==> config.mk <==
export PLATFORM = sky130hd
export DESIGN_NAME = board_frame_sync_flat
export DESIGN_NICKNAME = d
export VERILOG_FILES = /design/src/rtl/board_frame_sync_pkg.sv /design/src/rtl/board_frame_sync_if.sv /design/src/rtl/board_frame_sync_vblank_detect.sv /design/src/rtl/board_frame_sync.sv /design/src/flat_wrapper.sv
export SDC_FILE = /design/constraint.sdc
export NUM_CORES = 1
export LEC_CHECK = 0
export CORE_ASPECT_RATIO = 1.75
export CORE_MARGIN = 5
export CORE_UTILIZATION = 50
export DETAILED_ROUTE_END_ITERATION = 7
export PLACE_DENSITY = 0.89
export SYNTH_ARGS = -nofsm -noshare
export SYNTH_HDL_FRONTEND = slang
export SYNTH_SLANG_ARGS = --single-unit
==> constraint.sdc <==
create_clock -name clk -period 2.1 [get_ports clk]
set_input_delay 0.63 -clock clk [delete_from_list [all_inputs] [get_ports clk]]
set_output_delay 0.63 -clock clk [all_outputs]
set_load 0.005 [all_outputs]
==> src/rtl/board_frame_sync_pkg.sv <==
// Shared constants and types for the board frame synchroniser.
// The exponent clamp helper keeps illegal values from ever reaching the display.
package board_frame_sync_pkg;

    localparam int N_TILES  = 16;
    localparam int VAL_W    = 4;
    localparam int MAX_VAL  = 13;
    localparam int V_ACTIVE = 480;
    localparam int IDX_W    = 4;
    localparam int CNT_W    = 10;

    typedef logic [VAL_W-1:0] tile_val_t;

    localparam tile_val_t BLANK_VAL = '0;

    typedef enum logic [1:0] {
        IDLE,
        PENDING,
        COPY
    } sync_state_t;

    // Out-of-range exponents are stored as an empty tile.
    function automatic tile_val_t clamp_val(input tile_val_t v);
        return (int'(v) > MAX_VAL) ? BLANK_VAL : v;
    endfunction

endpackage

==> src/rtl/board_frame_sync_if.sv <==
// Tile write port between the game FSM (master) and the shadow buffer (slave).
interface board_frame_sync_if;
    import board_frame_sync_pkg::*;

    logic             wr_valid;
    logic             wr_ready;
    logic [IDX_W-1:0] wr_idx;
    tile_val_t        wr_val;

    modport master (output wr_valid, output wr_idx, output wr_val, input wr_ready);
    modport slave  (input wr_valid, input wr_idx, input wr_val, output wr_ready);

endinterface

==> src/rtl/board_frame_sync_vblank_detect.sv <==
// Produces a single registered pulse at the first clock of vertical blanking,
// even when the VGA counters hold their value for several clocks.
module board_frame_sync_vblank_detect
    import board_frame_sync_pkg::*;
(
    input  logic             clk,
    input  logic             rst,
    input  logic [CNT_W-1:0] counter_x,
    input  logic [CNT_W-1:0] counter_y,
    output logic             frame_tick
);

    logic cond;
    logic cond_q;
    logic frame_tick_q;

    assign cond = (counter_y == CNT_W'(V_ACTIVE)) && (counter_x == '0);

    // NOTE: sequential state uses non-blocking assignments so every register
    // samples the values from before the clock edge, independent of statement order.
    always_ff @(posedge clk) begin
        if (rst) begin
            cond_q       <= 1'b0;
            frame_tick_q <= 1'b0;
        end else begin
            cond_q       <= cond;
            frame_tick_q <= cond & ~cond_q;
        end
    end

    assign frame_tick = frame_tick_q;

endmodule

==> src/rtl/board_frame_sync.sv <==
// Shadow/display double buffer for the 4x4 tile board: writes land in the shadow,
// and a commit publishes the whole board at the start of vblank so nothing tears.
module board_frame_sync
    import board_frame_sync_pkg::*;
(
    input  logic                     clk,
    input  logic                     rst,
    input  logic [CNT_W-1:0]         counter_x,
    input  logic [CNT_W-1:0]         counter_y,
    board_frame_sync_if.slave        wr,
    input  logic                     clr_req,
    input  logic                     commit_req,
    output logic                     commit_ack,
    output logic                     busy,
    output logic                     frame_tick,
    output logic [N_TILES*VAL_W-1:0] board_vals
);

    sync_state_t              state_q;
    tile_val_t                shadow_q [N_TILES];
    logic [N_TILES*VAL_W-1:0] board_q;
    logic                     ack_q;
    logic                     busy_q;

    board_frame_sync_vblank_detect u_vblank (
        .clk        (clk),
        .rst        (rst),
        .counter_x  (counter_x),
        .counter_y  (counter_y),
        .frame_tick (frame_tick)
    );

    // NOTE: both tile buffers are reset explicitly; the board must read as empty
    // after reset, so they cannot be left as reset-less storage.
    always_ff @(posedge clk) begin
        if (rst) begin
            state_q <= IDLE;
            busy_q  <= 1'b0;
            ack_q   <= 1'b0;
            board_q <= '0;
            for (int i = 0; i < N_TILES; i++) shadow_q[i] <= BLANK_VAL;
        end else begin
            ack_q <= 1'b0;
            case (state_q)
                IDLE: begin
                    // Clear beats a simultaneous write; both land before a same-cycle commit.
                    if (clr_req) begin
                        for (int i = 0; i < N_TILES; i++) shadow_q[i] <= BLANK_VAL;
                    end else if (wr.wr_valid) begin
                        shadow_q[wr.wr_idx] <= clamp_val(wr.wr_val);
                    end
                    if (commit_req) begin
                        state_q <= PENDING;
                        busy_q  <= 1'b1;
                    end
                end
                PENDING: begin
                    if (frame_tick) state_q <= COPY;
                end
                COPY: begin
                    for (int i = 0; i < N_TILES; i++) board_q[i*VAL_W +: VAL_W] <= shadow_q[i];
                    ack_q   <= 1'b1;
                    state_q <= IDLE;
                    busy_q  <= 1'b0;
                end
                default: begin
                    state_q <= IDLE;
                    busy_q  <= 1'b0;
                end
            endcase
        end
    end

    assign wr.wr_ready = (state_q == IDLE) & ~rst;
    assign commit_ack  = ack_q;
    assign busy        = busy_q;
    assign board_vals  = board_q;

endmodule

==> src/flat_wrapper.sv <==
// flat-port wrapper written by rule: the top's interface ports become plain ports
module board_frame_sync_flat import board_frame_sync_pkg::*;
  (clk, rst, counter_x, counter_y, clr_req, commit_req, commit_ack, busy, frame_tick, board_vals, wr_wr_valid, wr_wr_idx, wr_wr_val, wr_wr_ready);
  board_frame_sync_if wr_i ();
  input  logic clk;
  input  logic rst;
  input  logic [CNT_W-1:0] counter_x;
  input  logic [CNT_W-1:0] counter_y;
  input  logic clr_req;
  input  logic commit_req;
  output logic commit_ack;
  output logic busy;
  output logic frame_tick;
  output logic [N_TILES*VAL_W-1:0] board_vals;
  input wire logic [$bits(wr_i.wr_valid)-1:0] wr_wr_valid;
  input wire logic [$bits(wr_i.wr_idx)-1:0] wr_wr_idx;
  input wire logic [$bits(wr_i.wr_val)-1:0] wr_wr_val;
  output wire logic [$bits(wr_i.wr_ready)-1:0] wr_wr_ready;
  assign wr_i.wr_valid = wr_wr_valid;
  assign wr_i.wr_idx = wr_wr_idx;
  assign wr_i.wr_val = wr_wr_val;
  assign wr_wr_ready = wr_i.wr_ready;
  board_frame_sync u_core (.clk(clk), .rst(rst), .counter_x(counter_x), .counter_y(counter_y), .wr(wr_i), .clr_req(clr_req), .commit_req(commit_req), .commit_ack(commit_ack), .busy(busy), .frame_tick(frame_tick), .board_vals(board_vals));
endmodule
**Yosys cells after proc, flatten, opt, wreduce, memory -nomap -nowiden**

Memory sizes are Yosys's and may differ from the RTL's. A register that Yosys moved wholly into a read port is not among the register bits.
Cells that the tools add are included.

- Flip-flop bits (word level): 6
- Memory bits (writable): 64
- Input port bits: 33
- Output and inout bits: 68
- Logic and storage cells: 76
- Memories kept: 1

Memories:

| name | depth | bits a word | read ports | clocked after Yosys merged registers in | write ports | RTL line | text |
|---|---|---|---|---|---|---|---|
| u_core.shadow_q | 16 | 4 | 16 | 16 | 16 | board_frame_sync.sv:20 | `tile_val_t shadow_q [N_TILES];` |

- Order comparisons: 1
- Equal/unequal tests: 5
- Multiplexer cells: 37
- Bitwise operators: 21
- Reduce and logical (&&, ||, !) cells: 6

Operators with widths:

| operator | number |
|---|---|
| two-way mux 4 bit | 19 |
| OR 1 bit | 16 |
| two-way mux 1 bit | 14 |
| == test 10 x 9 -> 1 bit (second input constant) | 1 |
| zero test 10 bit | 1 |
| > comparator 4 bit (second input constant) | 1 |
| two-way mux 2 bit | 2 |
| inequality test 2 bit (second input constant) | 2 |
| one-hot mux 2 bit (2 select lines) | 1 |
| AND reduction 2 bit | 2 |
| OR reduction 4 bit | 1 |
| NOT 1 bit | 3 |
| AND 1 bit | 2 |
| == test 2 x 1 -> 1 bit (second input constant) | 1 |
| == test 2 bit (second input constant) | 1 |
| zero test 2 bit | 1 |
| one-hot mux 1 bit (2 select lines) | 1 |
| logical AND 1 bit | 1 |

**Logic depth before layout (Yosys ltp)**

Gate-level depths: netlist of run 1.

- Word-level depth: 7
- Depth in mapped cells: 5
- Depth with buffers taken out: 3

**Modules after synthesis**

A second synthesis of run 1 with hierarchy kept.

- Cells, all modules: 493
- Area, all modules: 4959.8 µm²

By module, submodules not included:

| module | instances | cells an instance | area an instance (µm²) | seq. area each (µm²) |
|---|---|---|---|---|
| board_frame_sync | 1 | 481 | 4848.4 | 3283.1 |
| board_frame_sync_vblank_detect | 1 | 12 | 111.4 | 40.0 |

**Worst setup path after synthesis of run 1**

No wires, ideal clock.

- Kind: input port to flip-flop
- Start point: in wr_wr_idx[3]
- End point: mem u_core.shadow_q[8][0] in the netlist's numbering (enable)
- Library setup time: 0.335 ns
- Data arrival time: 1.634 ns
- Data required time: 1.765 ns
- Slack: 0.130 ns
- Stages on the path: 4
- Buffers on the path: 2
- Cells stage by stage: clkbuf_1 or3b_1 clkbuf_1 o21ai_1

RTL lines:

| element | RTL line | text |
|---|---|---|
| start: declaration | flat_wrapper.sv:16 | `input wire logic [$bits(wr_i.wr_idx)-1:0] wr_wr_idx;` |
| end: declaration | board_frame_sync.sv:20 |  |

==> flow_summary.json, run 1 <==
{
  "multi_input_area_mm2": 0.00142,
  "antennaDiodeCount": 0,
  "final_common_cell": "nand2_1",
  "hold_ws_ps": 455,
  "syn_area_per_cell_um2": 10.0,
  "drt_iter0_markers": 393,
  "clock_latency_ps": 420,
  "num_rows": 47,
  "critPathMaxFanout": 8,
  "drc_errors": 0,
  "r2r_start": "u_core.state_q[1]$_SDFFE_PP0P_",
  "rsz0062_at_grt": "no",
  "worst_ep_arrival_time_ps": 2110,
  "use_met3_pct": 4.99,
  "cp.required_ps": 2230,
  "grt.total_usage_pct": 22.7,
  "dieHeight_um": 140,
  "start_kind": "input pin",
  "root_buffer": "clkbuf_16",
  "wirelength_um": 13200,
  "worst_slack_ps": 124,
  "vias": 4092,
  "ant_nets": 0,
  "cts.path.max_buffers": 2,
  "synthTopCellsByArea": "edfxtp_1 (40%), dfxtp_1 (29%), nand2_1 (10%)",
  "power.density_mw_per_mm2": 867,
  "io_pins": 101,
  "crit_top_cell": "buf_4",
  "htree_num_levels": 4,
  "antenna_found_initial": 0,
  "chipWidth_um": 84.5,
  "cts_tree": "done",
  "max_stage_delay_ps": 470,
  "drive_gt1_share_pct": 12.8,
  "hold_end": "board_vals[12]$_SDFFE_PP0P_",
  "grt-ovfl-total": 0,
  "reg2reg_to": "u_core.shadow_q[7][0]$_SDFFCE_PN0P_",
  "area_growth_pct": 41.9,
  "dp_cells": 724,
  "viasPerCell": 5.41,
  "initial_core_util_pct": 51.3,
  "grt.met2_usage_pct": 43.1,
  "crit_path_end_kind": "flop",
  "p_int_mw": 4.77,
  "crit_chain": "clkdlybuf4s50_1, nor3b_1, buf_4, nand2_1, o21ai_1, buf_4",
  "routabilityCongestion": 0.822,
  "yosys_register_bits": 134,
  "hold_buffers": 0,
  "final_cells": 756,
  "nFillCells": 588,
  "cts.sinks": 134,
  "cts_buffers": 17,
  "combPwrFrac_pct": 4.4,
  "yosysTopAreaCell": "edfxtp_1",
  "maxSlewViolCount": 0,
  "grt_max_degree": 71,
  "tightest_slew_ps": 686,
  "grt_pass1_wl_um": 20900,
  "pwr-share-seq_pct": 47.4,
  "crit_type": "in2reg",
  "dp_hpwl_um": 8750,
  "synth_fp_nets": 517,
  "placed_cell_area_mm2": 0.00631,
  "hold_depth": 2,
  "sw_frac_of_total_pct": 20.2,
  "power_mw": 5.98,
  "core_area_mm2": 0.00947,
  "max-slew-margin-rel_pct": 54.3,
  "fin_tns_setup_ps": 0,
  "cp_slowest_cell": "clkdlybuf4s50_1",
  "met1_usage_pct": 23.0,
  "cts.clk_slew.worst_paths_ps": 50,
  "hp-class": "reg2reg",
  "synth_warnings": 0,
  "syn_area_mm2": 0.00486,
  "timing.fmax_ghz": 0.506,
  "busiest_layer": "met2",
  "clock_skew_ps": 7.37,
  "place_ws_ps": -216,
  "io_buffer_count": 100,
  "grt_pass1_vias": 4128,
  "layout_common_cells": "nand2_1 (132), clkdlybuf4s50_1 (98), dfxtp_1 (70)",
  "seqCellArea_mm2": 0.00332,
  "reg2reg_slack_ps": 280,
  "synth_top_area_share_pct": 39.5,
  "ir_drop_v": 0.000662,
  "outcome": "finished clean",
  "period_needed_ps": 1980,
  "leakagePower_nw": 2.40,
  "fin_util_pct": 72.8,
  "syn_inst": 484,
  "final_hold_viol_count": 0,
  "ys_types": 26,
  "nNetsFinal": 654,
  "reg2regPathDepth": 5,
  "wl_per_cell_um": 17.5,
  "fin_area_mm2": 0.00689,
  "dieArea_mm2": 0.0119,
  "min_period_over_period_pct": 94.1,
  "power.switching_mw": 1.21,
  "min-delay-start": "board_vals[12]$_SDFFE_PP0P_",
  "clockPowerShare_pct": 48.2,
  "drt_pass1_iterations": 5,
  "seq_area_frac_synth_pct": 68.4,
  "setup_violations": 0,
  "drv_cap": 0
}
[what timing repair did]
action                                  in CTS  in global routing
setup buffers                                0                  0
resized for setup                            2                  0
endpoints found under the setup margin       1                  0
[per-layer routing]
| layer | wire [um] | up-vias |
|---|---|---|
| met5 | 0 | - |
| met4 | 515 | 0 |
| met3 | 812 | 43 |
| met2 | 7510 | 182 |
| met1 | 4410 | 1959 |
| li1 | - | 1908 |
[worst max path at each step]
stage                 startpoint  cells past startpoint                                   end
detailed placement       clr_req                      5  u_core.shadow_q[11][1]$_SDFFCE_PN0P_
floorplan           wr_wr_idx[3]                      4   u_core.shadow_q[8][0]$_SDFFCE_PN0P_
CTS                  wr_wr_valid                      6   u_core.shadow_q[2][3]$_SDFFCE_PN0P_
global placement     wr_wr_valid                      6   u_core.shadow_q[8][0]$_SDFFCE_PN0P_
finish               wr_wr_valid                      6   u_core.shadow_q[2][0]$_SDFFCE_PN0P_
global route         wr_wr_valid                      6   u_core.shadow_q[2][3]$_SDFFCE_PN0P_
[cell usage after synthesis]
cell type / count
or3b_1: 2
dfxtp_1: 70
or4_4: 1
nand2_1: 132
o21ai_0: 1
nand3b_1: 3
buf_2: 14
nor2_1: 69
o21ai_1: 16
nor3_1: 5
inv_1: 1
edfxtp_1: 64
a21oi_1: 66
nor4b_1: 1
nor3b_1: 1
or3_1: 1
and3b_1: 1
a21boi_1: 3
nand3_1: 8
and4b_1: 1
nand4_1: 3
nor4_1: 1
clkbuf_1: 16
nand2b_1: 1
or4_1: 2
nor2b_1: 1
[kinds of logic after synthesis]
| group | share of synthesized area (%) |
|---|---|
| AND/OR/NAND/NOR | 19.9 |
| flip-flops | 68.4 |
| AO/OA/AOI/OAI | 9.01 |
| buffers and inverters | 2.75 |
[power groups by stage]
stage	registers (mW)	logic, mW	clock network (mW)
final	2.84	0.261	2.88
after global routing	2.84	0.278	3.05
after CTS	2.83	0.257	2.90
after detailed placement	2.89	0.253	0
after global placement	2.89	0.240	0
after floorplan	2.87	0.0976	0
[area by class of cell]
type | count | share of cell area [%]
clock inverter | 9 | 1.45
timing repair buffer | 148 | 20.6
multi-input combinational | 319 | 20.6
inverter | 1 | 0.0544
clock buffer | 23 | 6.95
sequential | 134 | 48.2
tap | 122 | 2.21
[worst max-delay path, delay by kind of cell]
family          cells  cell delay, ps
buf+inv             3             780
simple gates        2             420
compound gates      1             280
[flip-flops by register name (all words and copies together), names as in the netlist]
| name | count |
|---|---|
| board_vals | 64 |
| u_core.state_q | 2 |
| u_core.u_vblank.frame_tick | 1 |
| u_core.commit_ack | 1 |
| u_core.busy | 1 |
| u_core.shadow_q | 64 |
| u_core.u_vblank.cond_q | 1 |
Note: power is estimated with default switching activity, not from simulation.
==> inputs of run 2 (changes only) <==
--- a/config.mk
+++ b/config.mk
@@ -9,7 +9,9 @@
 export CORE_MARGIN = 5
-export CORE_UTILIZATION = 50
+export CORE_UTILIZATION = 51
 export DETAILED_ROUTE_END_ITERATION = 7
-export PLACE_DENSITY = 0.89
+export PLACE_DENSITY = 0.9
+export RECOVER_POWER = 50
 export SYNTH_ARGS = -nofsm -noshare
 export SYNTH_HDL_FRONTEND = slang
+export SYNTH_HIERARCHICAL = 1
 export SYNTH_SLANG_ARGS = --single-unit
==> constraint.sdc (replaced) <==
create_clock -name clk -period 2.1 [get_ports clk]
set_input_delay 0.315 -clock clk [delete_from_list [all_inputs] [get_ports clk]]
set_output_delay 0.315 -clock clk [all_outputs]
set_load 0.005 [all_outputs]
==> flow_summary.json, run 2 <==
{
  "setup_violations": 0,
  "reg2regPathDepth": 3,
  "syn_inst": 493,
  "synth_top_area_share_pct": 38.7,
  "antennaDiodeCount": 0,
  "cts.clk_slew.worst_paths_ps": 50,
  "seq_area_frac_synth_pct": 67.0,
  "power.density_mw_per_mm2": 860,
  "drt_iter0_markers": 379,
  "num_rows": 47,
  "io_pins": 101,
  "final_common_cell": "nand2_1",
  "final_hold_viol_count": 0,
  "antenna_found_initial": 0,
  "htree_num_levels": 4,
  "critPathMaxFanout": 16,
  "ys_types": 26,
  "cts_buffers": 17,
  "maxSlewViolCount": 0,
  "ant_nets": 0,
  "dieArea_mm2": 0.0119,
  "leakagePower_nw": 2.39,
  "synth_ff_type": "dfxtp_1",
  "reg2reg_slack_ps": 200,
  "io_buffer_count": 100,
  "synth_fp_nets": 526,
  "grt-ovfl-total": 0,
  "rsz0062_at_grt": "no",
  "clock_latency_ps": 410,
  "cts.path.max_buffers": 2,
  "area_growth_pct": 35.4,
  "start_kind": "input pin",
  "syn_area_mm2": 0.00496,
  "synth_warnings": 6,
  "timing.fmax_ghz": 0.509,
  "drive_gt1_share_pct": 10.1,
  "initial_core_util_pct": 52.4,
  "place_ws_ps": 52.6,
  "worst_ep_arrival_time_ps": 2080,
  "fin_tns_setup_ps": 0,
  "cts_tree": "done",
  "chipWidth_um": 84.5,
  "nFillCells": 616,
  "worst_slack_ps": 137,
  "routabilityCongestion": 0.878,
  "multi_input_area_mm2": 0.00149,
  "cp.required_ps": 2220,
  "yosysMostFrequentCell": "nand2_1",
  "hold_depth": 3,
  "outcome": "finished clean",
  "root_buffer": "clkbuf_16",
  "synthTopCellsByArea": "edfxtp_1 (39%), dfxtp_1 (28%), nand2_1 (11%)",
  "grt_max_degree": 69,
  "hp-class": "in2reg",
  "max-slew-margin-rel_pct": 12.3,
  "vias": 4016,
  "grt_pass1_vias": 3986,
  "min_period_over_period_pct": 93.5,
  "placed_cell_area_mm2": 0.00618,
  "synthArstFlopShare_pct": 0,
  "yosys_register_bits": 134,
  "syn_area_per_cell_um2": 10.1,
  "synthTopCellsByCount": "nand2_1 (142), dfxtp_1 (70), a21oi_1 (66)",
  "fin_area_mm2": 0.00672,
  "dieHeight_um": 140,
  "seqCellArea_mm2": 0.00332,
  "crit_type": "in2reg",
  "ir_drop_v": 0.000904,
  "viasPerCell": 5.40,
  "hold_buffers": 0,
  "nNetsFinal": 642,
  "dp_hpwl_um": 8470,
  "synth_edf_count": 64,
  "yosysTopAreaCell": "edfxtp_1",
  "cts.sinks": 134,
  "tightest_slew_ps": 1320,
  "grt.total_usage_pct": 21.6,
  "wirelength_um": 12400,
  "layout_common_cells": "nand2_1 (142), dfxtp_1 (70), a21oi_1 (66)",
  "core_area_mm2": 0.00947,
  "grt_pass1_wl_um": 19700,
  "period_needed_ps": 1960,
  "drt_pass1_iterations": 5,
  "clock_skew_ps": 8.52,
  "crit_path_end_kind": "flop",
  "drv_cap": 0,
  "wl_per_cell_um": 16.7,
  "drc_errors": 0
}
==> run 2: worst max-delay path, stage by stage <==
cell and delay [ps]:
clkdlybuf4s50_1 520, and2b_1 300, nand3_1 120, clkbuf_1 690, nor3_1 130
==> run 2: timing repair <==
item,CTS,global route
buffers inserted,0,1
endpoints found under the setup margin,1,1
pin swaps,1,1
gates resized for setup,2,2
hold endpoints to repair,0,0
cloned,0,0
==> run 2: path summary, 6_finish.rpt <==
| path | startpoint | to |
|---|---|---|
| setup reg to reg | u_core/state_q[1]$_SDFFE_PP0P_ | u_core/shadow_q[0][3]$_SDFFCE_PN0P_ |
| hold / removal | rst | u_core/u_vblank/frame_tick$_SDFF_PP0_ |
| hold reg to reg | u_core/board_vals[34]$_SDFFE_PP0P_ | u_core/board_vals[34]$_SDFFE_PP0P_ |
| setup / recovery | clr_req | u_core/shadow_q[12][0]$_SDFFCE_PN0P_ |
==> run 2: kinds of logic (layout without fill, tap and decap cells) <==
group / count (synthesis) / in the layout / synth area share (%)
buffers and inverters: 32 / 161 / 3.18
AO/OA/AOI/OAI: 82 / 82 / 8.27
flip-flops: 134 / 134 / 67.0
AND/OR/NAND/NOR: 245 / 245 / 21.5
==> run 2: final cells by class <==
| cell class | count | area share, % |
|---|---|---|
| timing repair buffer | 127 | 17.9 |
| tap | 122 | 2.27 |
| clock inverter | 11 | 1.23 |
| inverter | 2 | 0.130 |
| sequential | 134 | 49.5 |
| clock buffer | 21 | 6.86 |
| multi-input combinational | 327 | 22.1 |
==> run 2: per-layer routing <==
| layer | track usage [%] | routed length (um) | share of wire, % | up-vias |
|---|---|---|---|---|
| li1 | - | - | - | 1901 |
| met1 | 21.3 | 4070 | 33 | 1879 |
| met2 | 39.9 | 7030 | 56 | 207 |
| met3 | 6.17 | 966 | 7.8 | 29 |
| met4 | 11.6 | 376 | 3.0 | 0 |
| met5 | 0 | 0 | 0 | - |
==> run 2: where the power goes <==
group | leakage [nW] | internal (mW) | switching [mW] | total, mW
clock network | 0.276 | 1.66 | 1.01 | 2.67
registers | 1.26 | 2.82 | 0.0308 | 2.85
logic | 0.856 | 0.105 | 0.152 | 0.257
total | 2.39 | 4.59 | 1.19 | 5.78
==> run 2: stage by stage <==
stage               total power [mW]  hold slack [ps]  util (%)  std cells
floorplan                       3.00              448         -        493
global placement                3.14              446      65.3        711
detailed placement              3.15              447      65.3        711
CTS                             5.81              198      71.1        743
global route                    5.96              287      70.9        744
finish                          5.78              280      70.9        744
